## src/rtl/lsb_pkg.sv

```systemverilog
// Shared definitions for the LED arbiter: FSM encoding, requester indices,
// control-word bit positions and the fixed-priority pick helper.
package lsb_pkg;

  typedef enum logic [1:0] {
    ST_IDLE  = 2'd0,
    ST_GRANT = 2'd1,
    ST_LOCK  = 2'd2
  } state_t;

  localparam int unsigned N_REQ   = 3;
  localparam int unsigned REQ_CPU = 0;
  localparam int unsigned REQ_R1  = 1;
  localparam int unsigned REQ_ERR = 2;

  localparam int unsigned CTRL_W    = 10;
  localparam int unsigned CTRL_REQ  = 8;
  localparam int unsigned CTRL_LOCK = 9;

  localparam logic [N_REQ-1:0] GNT_CPU = 3'b001;
  localparam logic [N_REQ-1:0] GNT_R1  = 3'b010;
  localparam logic [N_REQ-1:0] GNT_ERR = 3'b100;

  // One-hot of the highest-priority active request (ERR > R1 > CPU), or zero.
  function automatic logic [N_REQ-1:0] pick_highest(input logic [N_REQ-1:0] req);
    logic [N_REQ-1:0] g;
    g = '0;
    if (req[REQ_ERR])     g = GNT_ERR;
    else if (req[REQ_R1]) g = GNT_R1;
    else if (req[REQ_CPU]) g = GNT_CPU;
    return g;
  endfunction

endpackage

```

## src/rtl/blink_tmr.sv

```systemverilog
// Free-running blink divider: counts 0..BLINK_DIV-1 and toggles phase on wrap.
module blink_tmr
  #(parameter int unsigned BLINK_DIV = 25000000)
  (
    input  logic clk,
    input  logic rst_n,
    output logic phase
  );

  localparam int unsigned CW = (BLINK_DIV > 1) ? $clog2(BLINK_DIV) : 1;
  localparam logic [CW-1:0] LAST = CW'(BLINK_DIV - 1);

  logic [CW-1:0] cnt;

  always_ff @(posedge clk or negedge rst_n) begin
    if (!rst_n) begin
      cnt   <= '0;
      phase <= 1'b1;
    end else if (cnt == LAST) begin
      cnt   <= '0;
      phase <= ~phase;
    end else begin
      cnt <= cnt + CW'(1);
    end
  end

endmodule

```

## src/rtl/led_arb.sv

```systemverilog
// Shared-LED arbiter between CPU, requester 1 and error requester 2, with
// minimum hold time, CPU lock mode and blinking display for the error owner.
module led_arb
  import lsb_pkg::*;
  #(
    parameter int unsigned HOLD_CYCLES = 1000,
    parameter int unsigned BLINK_DIV   = 25000000
  )
  (
    input  logic        clk,
    input  logic        rst_n,
    input  logic        stb,
    input  logic        we,
    input  logic [31:0] data_in,
    output logic [31:0] data_out,
    output logic        ack,
    input  logic [1:0]  req_in,
    input  logic [7:0]  pat1_in,
    input  logic [7:0]  pat2_in,
    output logic [7:0]  leds,
    output logic [2:0]  gnt
  );

  localparam int unsigned HOLD_W = (HOLD_CYCLES > 1) ? $clog2(HOLD_CYCLES) : 1;
  localparam logic [HOLD_W-1:0] HOLD_RELOAD = HOLD_W'(HOLD_CYCLES - 1);

  state_t              state;
  logic [CTRL_W-1:0]   ctrl;
  logic [HOLD_W-1:0]   hold_cnt;
  logic                blink_phase;

  logic [N_REQ-1:0]    req_vec;
  logic [N_REQ-1:0]    best;
  logic                any_req;
  logic                lock_req;
  logic                owner_active;
  logic                err_preempt;
  logic                hold_preempt;
  logic                unused_data;

  blink_tmr #(.BLINK_DIV(BLINK_DIV)) u_blink (
    .clk   (clk),
    .rst_n (rst_n),
    .phase (blink_phase)
  );

  always_ff @(posedge clk or negedge rst_n) begin
    if (!rst_n)          ctrl <= '0;
    else if (stb && we)  ctrl <= data_in[CTRL_W-1:0];
  end

  always_comb begin
    ack         = stb;
    unused_data = ^data_in[31:CTRL_W];
    data_out    = '0;
    if (stb && !we)
      data_out = {7'b0, blink_phase, 5'b0, gnt, 6'b0, ctrl};
  end

  always_comb begin
    req_vec      = {req_in[1], req_in[0], ctrl[CTRL_REQ]};
    best         = pick_highest(req_vec);
    any_req      = |req_vec;
    lock_req     = ctrl[CTRL_LOCK] & ~req_in[1];
    owner_active = |(gnt & req_vec);
    err_preempt  = req_vec[REQ_ERR] & ~gnt[REQ_ERR];
    // With the owner still requesting, best differs only if it outranks the owner.
    hold_preempt = (best != gnt) && (hold_cnt == '0);
  end

  always_ff @(posedge clk or negedge rst_n) begin
    if (!rst_n) begin
      state    <= ST_IDLE;
      gnt      <= '0;
      hold_cnt <= '0;
    end else begin
      case (state)
        ST_IDLE: begin
          if (lock_req) begin
            state    <= ST_LOCK;
            gnt      <= GNT_CPU;
            hold_cnt <= HOLD_RELOAD;
          end else if (any_req) begin
            state    <= ST_GRANT;
            gnt      <= best;
            hold_cnt <= HOLD_RELOAD;
          end else begin
            gnt      <= '0;
          end
        end

        ST_GRANT: begin
          if (lock_req) begin
            state    <= ST_LOCK;
            gnt      <= GNT_CPU;
            hold_cnt <= HOLD_RELOAD;
          end else if (!owner_active) begin
            if (any_req) begin
              gnt      <= best;
              hold_cnt <= HOLD_RELOAD;
            end else begin
              state    <= ST_IDLE;
              gnt      <= '0;
              hold_cnt <= '0;
            end
          end else if (err_preempt || hold_preempt) begin
            gnt      <= best;
            hold_cnt <= HOLD_RELOAD;
          end else if (hold_cnt != '0) begin
            hold_cnt <= hold_cnt - HOLD_W'(1);
          end
        end

        ST_LOCK: begin
          if (req_vec[REQ_ERR]) begin
            state    <= ST_GRANT;
            gnt      <= GNT_ERR;
            hold_cnt <= HOLD_RELOAD;
          end else if (!ctrl[CTRL_LOCK]) begin
            if (any_req) begin
              state    <= ST_GRANT;
              gnt      <= best;
              hold_cnt <= HOLD_RELOAD;
            end else begin
              state    <= ST_IDLE;
              gnt      <= '0;
              hold_cnt <= '0;
            end
          end
        end

        default: begin
          state    <= ST_IDLE;
          gnt      <= '0;
          hold_cnt <= '0;
        end
      endcase
    end
  end

  // Display follows the registered owner, so it lags the grant by one cycle.
  always_ff @(posedge clk or negedge rst_n) begin
    if (!rst_n) begin
      leds <= '0;
    end else begin
      case (gnt)
        GNT_CPU: leds <= ctrl[7:0];
        GNT_R1:  leds <= pat1_in;
        GNT_ERR: leds <= blink_phase ? pat2_in : 8'h00;
        default: leds <= '0;
      endcase
    end
  end

endmodule

```

## config.mk

```make
export PLATFORM = sky130hd
export DESIGN_NAME = led_arb
export DESIGN_NICKNAME = d
export VERILOG_FILES = /design/src/rtl/lsb_pkg.sv /design/src/rtl/blink_tmr.sv /design/src/rtl/led_arb.sv
export SDC_FILE = /design/constraint.sdc
export NUM_CORES = 1
export LEC_CHECK = 0
export CAP_MARGIN = 20
export CORE_UTILIZATION = 30
export CTS_BUF_LIST = sky130_fd_sc_hd__clkbuf_8
export CTS_CLUSTER_SIZE = 12
export DETAILED_ROUTE_END_ITERATION = 8
export GPL_ROUTABILITY_DRIVEN = 0
export PLACE_DENSITY_LB_ADDON = 0.1
export SLEW_MARGIN = 10
export SYNTH_ARGS = -nofsm -noshare
export SYNTH_HDL_FRONTEND = slang
export SYNTH_HIERARCHICAL = 1
export SYNTH_SLANG_ARGS = --single-unit
```

## constraint.sdc

```tcl
create_clock -name clk -period 2.7 [get_ports clk]
set_clock_uncertainty 0.2 [all_clocks]
set_input_delay 0.405 -clock clk [delete_from_list [all_inputs] [get_ports clk]]
set_output_delay 0.405 -clock clk [all_outputs]
set_load 0.01 [all_outputs]
```

==> results of run 1 <==
how the worst max path moves through the flow:
stage | end | cells past startpoint
floorplan | gnt[0]$_DFFE_PN0P_ | 7
global placement | hold_cnt[4]$_DFFE_PN0P_ | 6
detailed placement | hold_cnt[4]$_DFFE_PN0P_ | 6
CTS | hold_cnt[4]$_DFFE_PN0P_ | 6
global route | hold_cnt[9]$_DFFE_PN0P_ | 8
finish | data_out[16] | 5
layout by cell type (no fill, tap or decap), drive strengths merged, types with 3 or more instances in the layout:
master	n
a222oi	8
nor3b	4
o21ai	13
mux2	13
inv	18
or3	7
nand3	12
or4	4
nor3	6
nand2b	8
and2	16
a211o	5
clkdlybuf4s50	56
nor2	15
xor2	6
and3	3
xnor2	8
a31oi	5
buf	21
ha	5
nand4	7
nor2b	5
nor4	6
o31ai	6
and4	4
dfrtp	58
clkbuf	11
a21oi	18
conb	18
nand2	16
what timing repair did:
item,in CTS,in global routing
gates resized for setup,0,1
endpoints found under the hold margin,19,0
hold buffers,1,0
endpoints found under the setup margin,0,1
worst max-delay path, stage by stage:
cell and delay (ps):
clkdlybuf4s50_1 490, nor2b_1 140, buf_4 200, and2_1 140, clkdlybuf4s50_1 550
sequential cells by signal, indices dropped and copies added (netlist names):
signal,flops
u_blink/cnt,25
ctrl,10
hold_cnt,10
leds,8
gnt,3
state,2
u_blink/phase,1
through the flow:
stage / power, mW / TNS [ps] / std cells / hold slack [ps] / setup slack [ps]
detailed placement: 1.64 / -1460 / 536 / 221 / -253
finish: 2.54 / 0 / 553 / 296 / 163
global route: 2.71 / 0 / 553 / 329 / 42.1
floorplan: 1.41 / 0 / 352 / -90.6 / 534
global placement: 1.63 / -995 / 535 / 222 / -185
CTS: 2.59 / 0 / 553 / 297 / 120
cell type report:
class                           instances  area, sq um  share of cell area, %
Sequential cell                        59         1480                   33.7
Timing Repair Buffer                   78          736                   16.8
Inverter                               17         63.8                   1.46
Multi-Input combinational cell        243         1700                   38.8
Tap cell                              140          175                   4.00
Clock inverter                          5         76.3                   1.74
Clock buffer                           11          151                   3.46
report_power, final:
group          internal, mW  switching [mW]  total (mW)  leakage [nW]
logic                 0.291           0.250       0.541          1.08
registers             0.967           0.107        1.07         0.746
clock network         0.565           0.362       0.927         0.117
cell families (layout without fill, tap and decap cells):
logic type | after synthesis | count (layout) | synth area share [%]
buffers and inverters | 50 | 111 | 9.00
adder cells (fa/ha/maj) | 5 | 5 | 1.83
XOR/XNOR | 14 | 14 | 3.59
flip-flops | 59 | 59 | 43.2
AND/OR/NAND/NOR | 120 | 120 | 22.3
AO/OA/AOI/OAI | 72 | 72 | 15.2
other | 1 | 18 | 0.110
multiplexers | 14 | 14 | 4.80
per-layer routing:
metal  up-vias  track usage, %  routed length [um]
met5         -               0                   0
met4         0            4.54                  89
met3         8            5.14                 405
met2        69            24.3                3850
met1      1297            18.0                3620
li1       1327               -                   -
==> reports/metrics.cfg, run 1 <==
[hold_path]
hold_depth = 1
min_to = u_blink/cnt[0]$_DFF_PN0_
hp-start = u_blink/cnt[0]$_DFF_PN0_
hold_class = reg -> reg

[job]
cap_viol_max_count = 0

[global_route]
antenna_found_initial = 0
grt_pass1_wl_um = 13300
grt_overflow = 0
grt_usage_pct = 14.7
grt_pass1_vias = 2661
grt_start_max_net_pins = 41

[placed_design]
dp_hpwl_um = 5680
place_area_sq_mm = 0.00414
io_buffers = 57

[status]
outcome = complete, no violations

[clocking]
numCtsBuffers = 9
clock_latency_ps = 350
cts_tree = built
clk_pin_slew_ps = 70
clkSinkCount = 59
htreeDepth = 3
post_cts_buffers = 0
cts-root-buf = clkbuf_8
ctsLongestPathBuffers = 2

[synth]
synth_cell_types = 62
synth-seq-cells = 59
avgSynthCellArea_sq_um = 10.2
synth-seq-area-share_pct = 43.2
yosysTopAreaCellShare_pct = 42.5
ys.flop_type = dfrtp_1
yosysTopAreaCell = dfrtp_1
yosys_warnings = 6
ys_top_cells_by_area = dfrtp_1 (42%), buf_4 (5.1%), mux2_2 (3.6%)
synth_commonest_cells = dfrtp_1 (58), buf_4 (23), a21oi_1 (17), inv_1 (17)
synth.most_common_cell = dfrtp_1
syn_area_sq_mm = 0.00342
synthCells = 335
synthArstFlopShare_pct = 100
synth-edff-count = 0

[detailed_routing]
antenna_left = 0
via_per_inst = 4.88
drt-total-wl_um = 7960
wire_per_inst_um = 14.4
first_iter_violations = 95
drt_first_pass_iters = 5
route.detailed.drc = 0
vias = 2701

[power]
leakagePower_nw = 1.94
pwr_density_cell_mw_per_mm2 = 580
peakVddDrop_mv = 0.390

[worst_setup_path]
rr_endpoint = hold_cnt[9]$_DFFE_PN0P_
cp-start-kind = primary input
crit_type = in -> out
crit_arrival_ps = 1930
end_kind = output pin
worstRegToRegCells = 8
worstSetupStartpoint = stb
critical_path.max_fanout = 14
reg2reg_from = gnt[2]$_DFFE_PN0P_
reg2reg_slack_ps = 310
critPathRequiredTime_ps = 2100

[final_layout]
drive_gt1_share_pct = 15.7
diodes = 0
nets = 467
final_cell_area_sq_mm = 0.00438
area_growth_pct = 28.2
fin_util_pct = 39.9
n_fill_cell = 1100

[sta]
finalHoldViolations = 0
period_share_pct = 94.0
worst-slew-pin-transition_ps = 670
slew_viol_final = 0
setup_viol = 0
rsz0062_at_grt = no
slew_headroom_pct = 55.2
max_freq_ghz = 0.394
min_period_ps = 2540

[floorplan]
initial_core_util_pct = 31.1
fp.dieH_um = 109
core_area_sq_mm = 0.0110
io_pins = 98
rows = 38
chipWidth_um = 109
die_area_sq_mm = 0.0118

Note: power is estimated with default switching activity, not from simulation.
==> run 2: changes to the inputs <==
--- a/config.mk
+++ b/config.mk
@@ -8,6 +8,7 @@
 export CAP_MARGIN = 20
 export CORE_UTILIZATION = 30
 export CTS_BUF_LIST = sky130_fd_sc_hd__clkbuf_8
+export CTS_CLUSTER_DIAMETER = 150
 export CTS_CLUSTER_SIZE = 12
 export DETAILED_ROUTE_END_ITERATION = 8
 export GPL_ROUTABILITY_DRIVEN = 0
==> constraint.sdc (replaced) <==
create_clock -name clk -period 2.5 [get_ports clk]
set_clock_uncertainty 0.2 [all_clocks]
set_input_delay 0.375 -clock clk [delete_from_list [all_inputs] [get_ports clk]]
set_output_delay 0.375 -clock clk [all_outputs]
set_load 0.01 [all_outputs]
==> reports/metrics.cfg, run 2 (synthesis results as in run 1) <==
[sta]
max_freq_ghz = 0.412
setup_viol = 0  ; unchanged
finalHoldViolations = 0  ; unchanged
worst-slew-pin-transition_ps = 797  ; was 670 ps
rsz0062_at_grt = no  ; unchanged
slew_headroom_pct = 46.8  ; was 55.2%
holdWs_ps = 297  ; was 296 ps
min_period_ps = 2430
slew_viol_final = 0  ; unchanged
period_share_pct = 97.1

[status]
outcome = complete, no violations  ; unchanged

[detailed_routing]
route.detailed.drc = 0  ; unchanged
wire_per_inst_um = 14.1  ; was 14.4 um
vias = 2730  ; was 2701
antenna_left = 0  ; unchanged
first_iter_violations = 176  ; was 95
drt-total-wl_um = 7880  ; was 7960 um
drt_first_pass_iters = 4  ; was 5
via_per_inst = 4.88  ; about the same

[worst_setup_path]
worstRegToRegCells = 7  ; was 8
critical_path.max_fanout = 10  ; was 14
cp-start-kind = primary input  ; unchanged
reg2reg_slack_ps = 220  ; was 310 ps
rr_endpoint = hold_cnt[9]$_DFFE_PN0P_  ; unchanged
crit_type = in -> out  ; unchanged
critPathRequiredTime_ps = 1920  ; was 2100 ps
end_kind = output pin  ; unchanged
reg2reg_from = hold_cnt[6]$_DFFE_PN0P_  ; was gnt[2]$_DFFE_PN0P_
crit_arrival_ps = 1850  ; was 1930 ps

[final_layout]
final_cell_mix = dfrtp_1 (58), clkdlybuf4s50_1 (56), buf_4 (25), conb_1 (18)  ; was dfrtp_1 (58), clkdlybuf4s50_1 (56), inv_1 (18), conb_1 (18), buf_4 (18)
seq_area_sq_mm = 0.00148  ; unchanged
n_fill_cell = 1118  ; was 1100
nets = 474  ; was 467
drive_gt1_share_pct = 17.9  ; was 15.7%
reg_top3 = u_blink/cnt: 25 flops, ctrl: 10 flops, hold_cnt: 10 flops  ; unchanged
area_growth_pct = 28.8  ; was 28.2%
mostFrequentLayoutCell = dfrtp_1  ; unchanged
diodes = 0  ; unchanged
largest_reg_flops = 25  ; unchanged
stdcell_count = 560  ; was 553
multiInputGateArea_sq_mm = 0.00171  ; was 0.00170 sq mm
largest-register = u_blink/cnt  ; unchanged

[clocking]
cts-root-buf = clkbuf_8  ; unchanged
post_cts_buffers = 0  ; unchanged
clock_latency_ps = 340  ; was 350 ps
ctsLongestPathBuffers = 2  ; unchanged
htreeDepth = 3  ; unchanged
cts_tree = built  ; unchanged
clk_pin_slew_ps = 80  ; was 70 ps
numCtsBuffers = 9  ; unchanged
clkSinkCount = 59  ; unchanged

[power]
peakVddDrop_mv = 0.288  ; was 0.390 mV
leakagePower_nw = 1.94  ; about the same
pwr_density_cell_mw_per_mm2 = 588  ; was 580 mW/mm^2

[global_route]
grt_pass1_wl_um = 13500  ; was 13300 um
grt_start_max_net_pins = 32  ; was 41
antenna_found_initial = 0  ; unchanged
grt_usage_pct = 14.7  ; about the same
grt_overflow = 0  ; unchanged
grt_pass1_vias = 2723  ; was 2661

[floorplan]
initial_core_util_pct = 31.1  ; unchanged
chipWidth_um = 109  ; unchanged
fp.dieH_um = 109  ; unchanged
die_area_sq_mm = 0.0118  ; unchanged
rows = 38  ; unchanged
core_area_sq_mm = 0.0110  ; unchanged
io_pins = 98  ; unchanged

[placed_design]
dp_hpwl_um = 5720  ; was 5680 um
placedCellCount = 542  ; was 536
io_buffers = 57  ; unchanged

[hold_path]
hold_class = reg -> reg  ; unchanged
min_to = u_blink/cnt[0]$_DFF_PN0_  ; unchanged
hp-start = u_blink/cnt[0]$_DFF_PN0_  ; unchanged
hold_depth = 1  ; unchanged

[job]
cap_viol_max_count = 0  ; unchanged

-- run 2: repair_timing --
| item | in CTS | in global routing |
|---|---|---|
| setup endpoints to repair | 0 | 15 |
| hold buffers | 1 | 0 |
| endpoints found under the hold margin | 27 | 0 |
| resized for setup | 0 | 3 |
-- run 2: stage by stage --
step / utilization (%) / area [sq um] / TNS (ps) / total power [mW] / worst slack, ps
finish: 40.1 / 4400 / 0 / 2.59 / 72.6
global route: 40.1 / 4400 / 0 / 2.77 / 17.2
global placement: 38.1 / 4190 / -1840 / 1.78 / -227
detailed placement: 38.1 / 4190 / -2030 / 1.78 / -239
CTS: 39.9 / 4380 / 0 / 2.64 / 19.8
floorplan: - / 3480 / 0 / 1.53 / 347
-- run 2: critical path, cell delays in order --
cell             delay (ps)
clkdlybuf4s50_1         470
nor2b_2                 160
buf_4                   170
and2_1                  130
clkdlybuf4s50_1         540
-- run 2: worst max-delay path by stage --
stage	to	startpoint	cells after the start
finish	data_out[5]	stb	5
global route	data_out[5]	stb	5
CTS	data_out[5]	stb	5
detailed placement	hold_cnt[9]$_DFFE_PN0P_	req_in[0]	8
global placement	hold_cnt[9]$_DFFE_PN0P_	req_in[1]	9
floorplan	gnt[0]$_DFFE_PN0P_	gnt[0]$_DFFE_PN0P_	7
-- run 2: area by class of cell --
type | count | share of cell area (%)
sequential | 59 | 33.6
multi-input combinational | 243 | 38.9
inverter | 17 | 1.45
tap | 140 | 3.98
clock inverter | 5 | 0.824
timing repair buffer | 85 | 17.9
clock buffer | 11 | 3.44
-- run 2: where the power goes --
| group | switching, mW | total, mW | internal (mW) |
|---|---|---|---|
| registers | 0.0976 | 1.14 | 1.04 |
| logic | 0.291 | 0.624 | 0.333 |
| clock network | 0.410 | 0.825 | 0.415 |
| total | 0.799 | 2.59 | 1.79 |
-- run 2: routing by layer --
metal	wire length, um	part of all wire, %	vias to the layer above	track usage, %
li1	-	-	1340	-
met5	0	0	-	0
met4	104	1.3	0	5.31
met2	3710	47	65	23.9
met1	3710	47	1316	19.1
met3	354	4.5	9	3.53
==> run 3: changes to the inputs <==
--- a/config.mk
+++ b/config.mk
@@ -13,6 +13,7 @@
 export DETAILED_ROUTE_END_ITERATION = 8
 export GPL_ROUTABILITY_DRIVEN = 0
 export PLACE_DENSITY_LB_ADDON = 0.1
+export REMOVE_ABC_BUFFERS = 1
 export SLEW_MARGIN = 10
 export SYNTH_ARGS = -nofsm -noshare
 export SYNTH_HDL_FRONTEND = slang
==> constraint.sdc (replaced) <==
create_clock -name clk -period 2.25 [get_ports clk]
set_clock_uncertainty 0.2 [all_clocks]
set_input_delay 0.3375 -clock clk [delete_from_list [all_inputs] [get_ports clk]]
set_output_delay 0.3375 -clock clk [all_outputs]
set_load 0.01 [all_outputs]
==> reports/metrics.cfg, run 3 (synthesis results as in run 1) <==
[power]
peakVddDrop_mv = 0.333  ; was 0.288 mV
pwr_density_cell_mw_per_mm2 = 631  ; was 588 mW/mm^2
seq_power_share_pct = 43.5  ; was 44.1%
intPower_mw = 1.97  ; was 1.79 mW
pwr-share-clk_pct = 28.4  ; was 31.9%
combPwrFrac_pct = 28.0  ; was 24.1%
p_switching_mw = 0.888  ; was 0.799 mW
swShare_pct = 31.1  ; was 30.8%
leakagePower_nw = 2.10  ; was 1.94 nW

[clocking]
numCtsBuffers = 9  ; unchanged
clock_latency_ps = 340  ; about the same
cts_tree = built  ; unchanged
clk_pin_slew_ps = 70  ; was 80 ps
ctsLongestPathBuffers = 2  ; unchanged
cts-root-buf = clkbuf_8  ; unchanged
htreeDepth = 3  ; unchanged
clkSinkCount = 59  ; unchanged

[final_layout]
area_growth_pct = 32.4  ; was 28.8%
largest_reg_flops = 25  ; unchanged
final_cell_mix = dfrtp_1 (57), clkdlybuf4s50_1 (40), buf_4 (39), inv_1 (18), conb_1 (18)  ; was dfrtp_1 (58), clkdlybuf4s50_1 (56), buf_4 (25), conb_1 (18)
diodes = 0  ; unchanged
reg_top3 = u_blink/cnt: 25 flops, ctrl: 10 flops, hold_cnt: 10 flops  ; unchanged
drive_gt1_share_pct = 21.1  ; was 17.9%
stdcell_count = 576  ; was 560
fin_util_pct = 41.2  ; was 40.1%
largest-register = u_blink/cnt  ; unchanged
mostFrequentLayoutCell = dfrtp_1  ; unchanged
final_cell_area_sq_mm = 0.00452  ; was 0.00440 sq mm
nets = 490  ; was 474

[placed_design]
placedCellCount = 554  ; was 542
place_area_sq_mm = 0.00429  ; was 0.00419 sq mm
post-place-ws_ps = -441  ; was -239 ps
dp_hpwl_um = 6090  ; was 5720 um
io_buffers = 57  ; unchanged

[sta]
holdWs_ps = 273  ; was 297 ps
rsz0062_at_grt = no  ; unchanged
layout_setup_ws_ps = 112  ; was 72.6 ps
max_freq_ghz = 0.468
min_period_ps = 2140
finalHoldViolations = 0  ; unchanged
setup_viol = 0  ; unchanged
period_share_pct = 95.0
slew_viol_final = 0  ; unchanged

[global_route]
grt_pass1_wl_um = 14400  ; was 13500 um
antenna_found_initial = 0  ; unchanged
grt_pass1_vias = 2878  ; was 2723
grt_overflow = 0  ; unchanged
grt_start_max_net_pins = 31  ; was 32
grt_usage_pct = 16.0  ; was 14.7%

[hold_path]
hold_class = reg -> reg  ; unchanged

[worst_setup_path]
critical_path.max_fanout = 3  ; was 10
cp-endpoint = gnt[1]$_DFFE_PN0P_  ; was data_out[5]
worstSetupStartpoint = hold_cnt[5]$_DFFE_PN0P_  ; was stb
end_kind = register  ; was output pin
worstRegToRegCells = 6  ; was 7
reg2reg_slack_ps = 110  ; was 220 ps
reg2reg_from = hold_cnt[5]$_DFFE_PN0P_  ; was hold_cnt[6]$_DFFE_PN0P_
crit_arrival_ps = 2160  ; was 1850 ps
crit_type = reg -> reg  ; was in -> out
critPathRequiredTime_ps = 2270  ; was 1920 ps
rr_endpoint = gnt[1]$_DFFE_PN0P_  ; was hold_cnt[9]$_DFFE_PN0P_
cp-start-kind = register  ; was primary input

[detailed_routing]
via_per_inst = 4.85  ; was 4.88
route.detailed.drc = 0  ; unchanged
drt_first_pass_iters = 4  ; unchanged
antenna_left = 0  ; unchanged
wire_per_inst_um = 14.5  ; was 14.1 um
first_iter_violations = 90  ; was 176
drt-total-wl_um = 8380  ; was 7880 um
vias = 2793  ; was 2730

[floorplan]
fp.dieH_um = 109  ; unchanged
initial_core_util_pct = 31.1  ; unchanged
chipWidth_um = 109  ; unchanged
die_area_sq_mm = 0.0118  ; unchanged
core_area_sq_mm = 0.0110  ; unchanged
rows = 38  ; unchanged
io_pins = 98  ; unchanged

[status]
outcome = complete, no violations  ; unchanged

[job]
cap_viol_max_count = 0  ; unchanged

## run 3: worst max-delay path, cell delays in order, from the launching register on
cell and delay [ps]:
dfrtp_1 410, nor4_4 340, and4b_1 280, buf_4 130, a21bo_2 140, a21boi_4 210, mux2_4 310
## run 3: per-stage QoR
step	setup TNS (ps)	power, mW
3_3_place_gp	-5540	2.04
6_report	0	2.85
4_1_cts	0	2.89
2_1_floorplan	-467	1.64
5_1_grt	0	3.06
3_5_place_dp	-5950	2.04
## run 3: power by group through the flow
stage | sequential, mW | clock, mW | combinational [mW]
floorplan | 1.29 | 0 | 0.347
global placement | 1.26 | 0 | 0.783
detailed placement | 1.26 | 0 | 0.785
CTS | 1.24 | 0.859 | 0.791
global route | 1.26 | 0.911 | 0.889
finish | 1.24 | 0.812 | 0.800
## run 3: final cells by class
| class | count | area [sq um] |
|---|---|---|
| Fill cell | 1129 | 6460 |
| Multi-Input combinational cell | 243 | 1730 |
| Inverter | 17 | 63.8 |
| Clock inverter | 7 | 36.3 |
| Tap cell | 140 | 175 |
| Sequential cell | 59 | 1480 |
| Timing Repair Buffer | 101 | 917 |
| Clock buffer | 9 | 124 |
## run 3: repair_timing
| action | 4_1_cts | 5_1_grt |
|---|---|---|
| cloned | 0 | 0 |
| hold buffers | 1 | 0 |
| endpoints found under the hold margin | 17 | 0 |
| buffers inserted | 1 | 3 |
| pin swaps | 0 | 3 |
| endpoints found under the setup margin | 20 | 15 |
| resized for setup | 19 | 3 |
## run 3: worst min-delay path by stage
| stage | from | endpoint | slack, ps | cells past startpoint |
|---|---|---|---|---|
| 3_3_place_gp | rst_n | leds[6]$_DFF_PN0_ | 130 | 1 |
| 3_5_place_dp | rst_n | leds[1]$_DFF_PN0_ | 130 | 1 |
| 4_1_cts | req_in[1] | gnt[2]$_DFFE_PN0P_ | 270 | 3 |
| 5_1_grt | req_in[1] | gnt[2]$_DFFE_PN0P_ | 300 | 3 |
| 2_1_floorplan | rst_n | ctrl[0]$_DFFE_PN0P_ | -160 | 0 |
| 6_report | u_blink/cnt[0]$_DFF_PN0_ | u_blink/cnt[0]$_DFF_PN0_ | 270 | 1 |
## run 3: routing by layer
layer	track usage (%)	up-vias	wire length, um
li1	-	1383	-
met1	19.7	1349	3720
met2	27.4	52	4230
met3	3.77	9	320
met4	4.92	0	104
met5	0	-	0
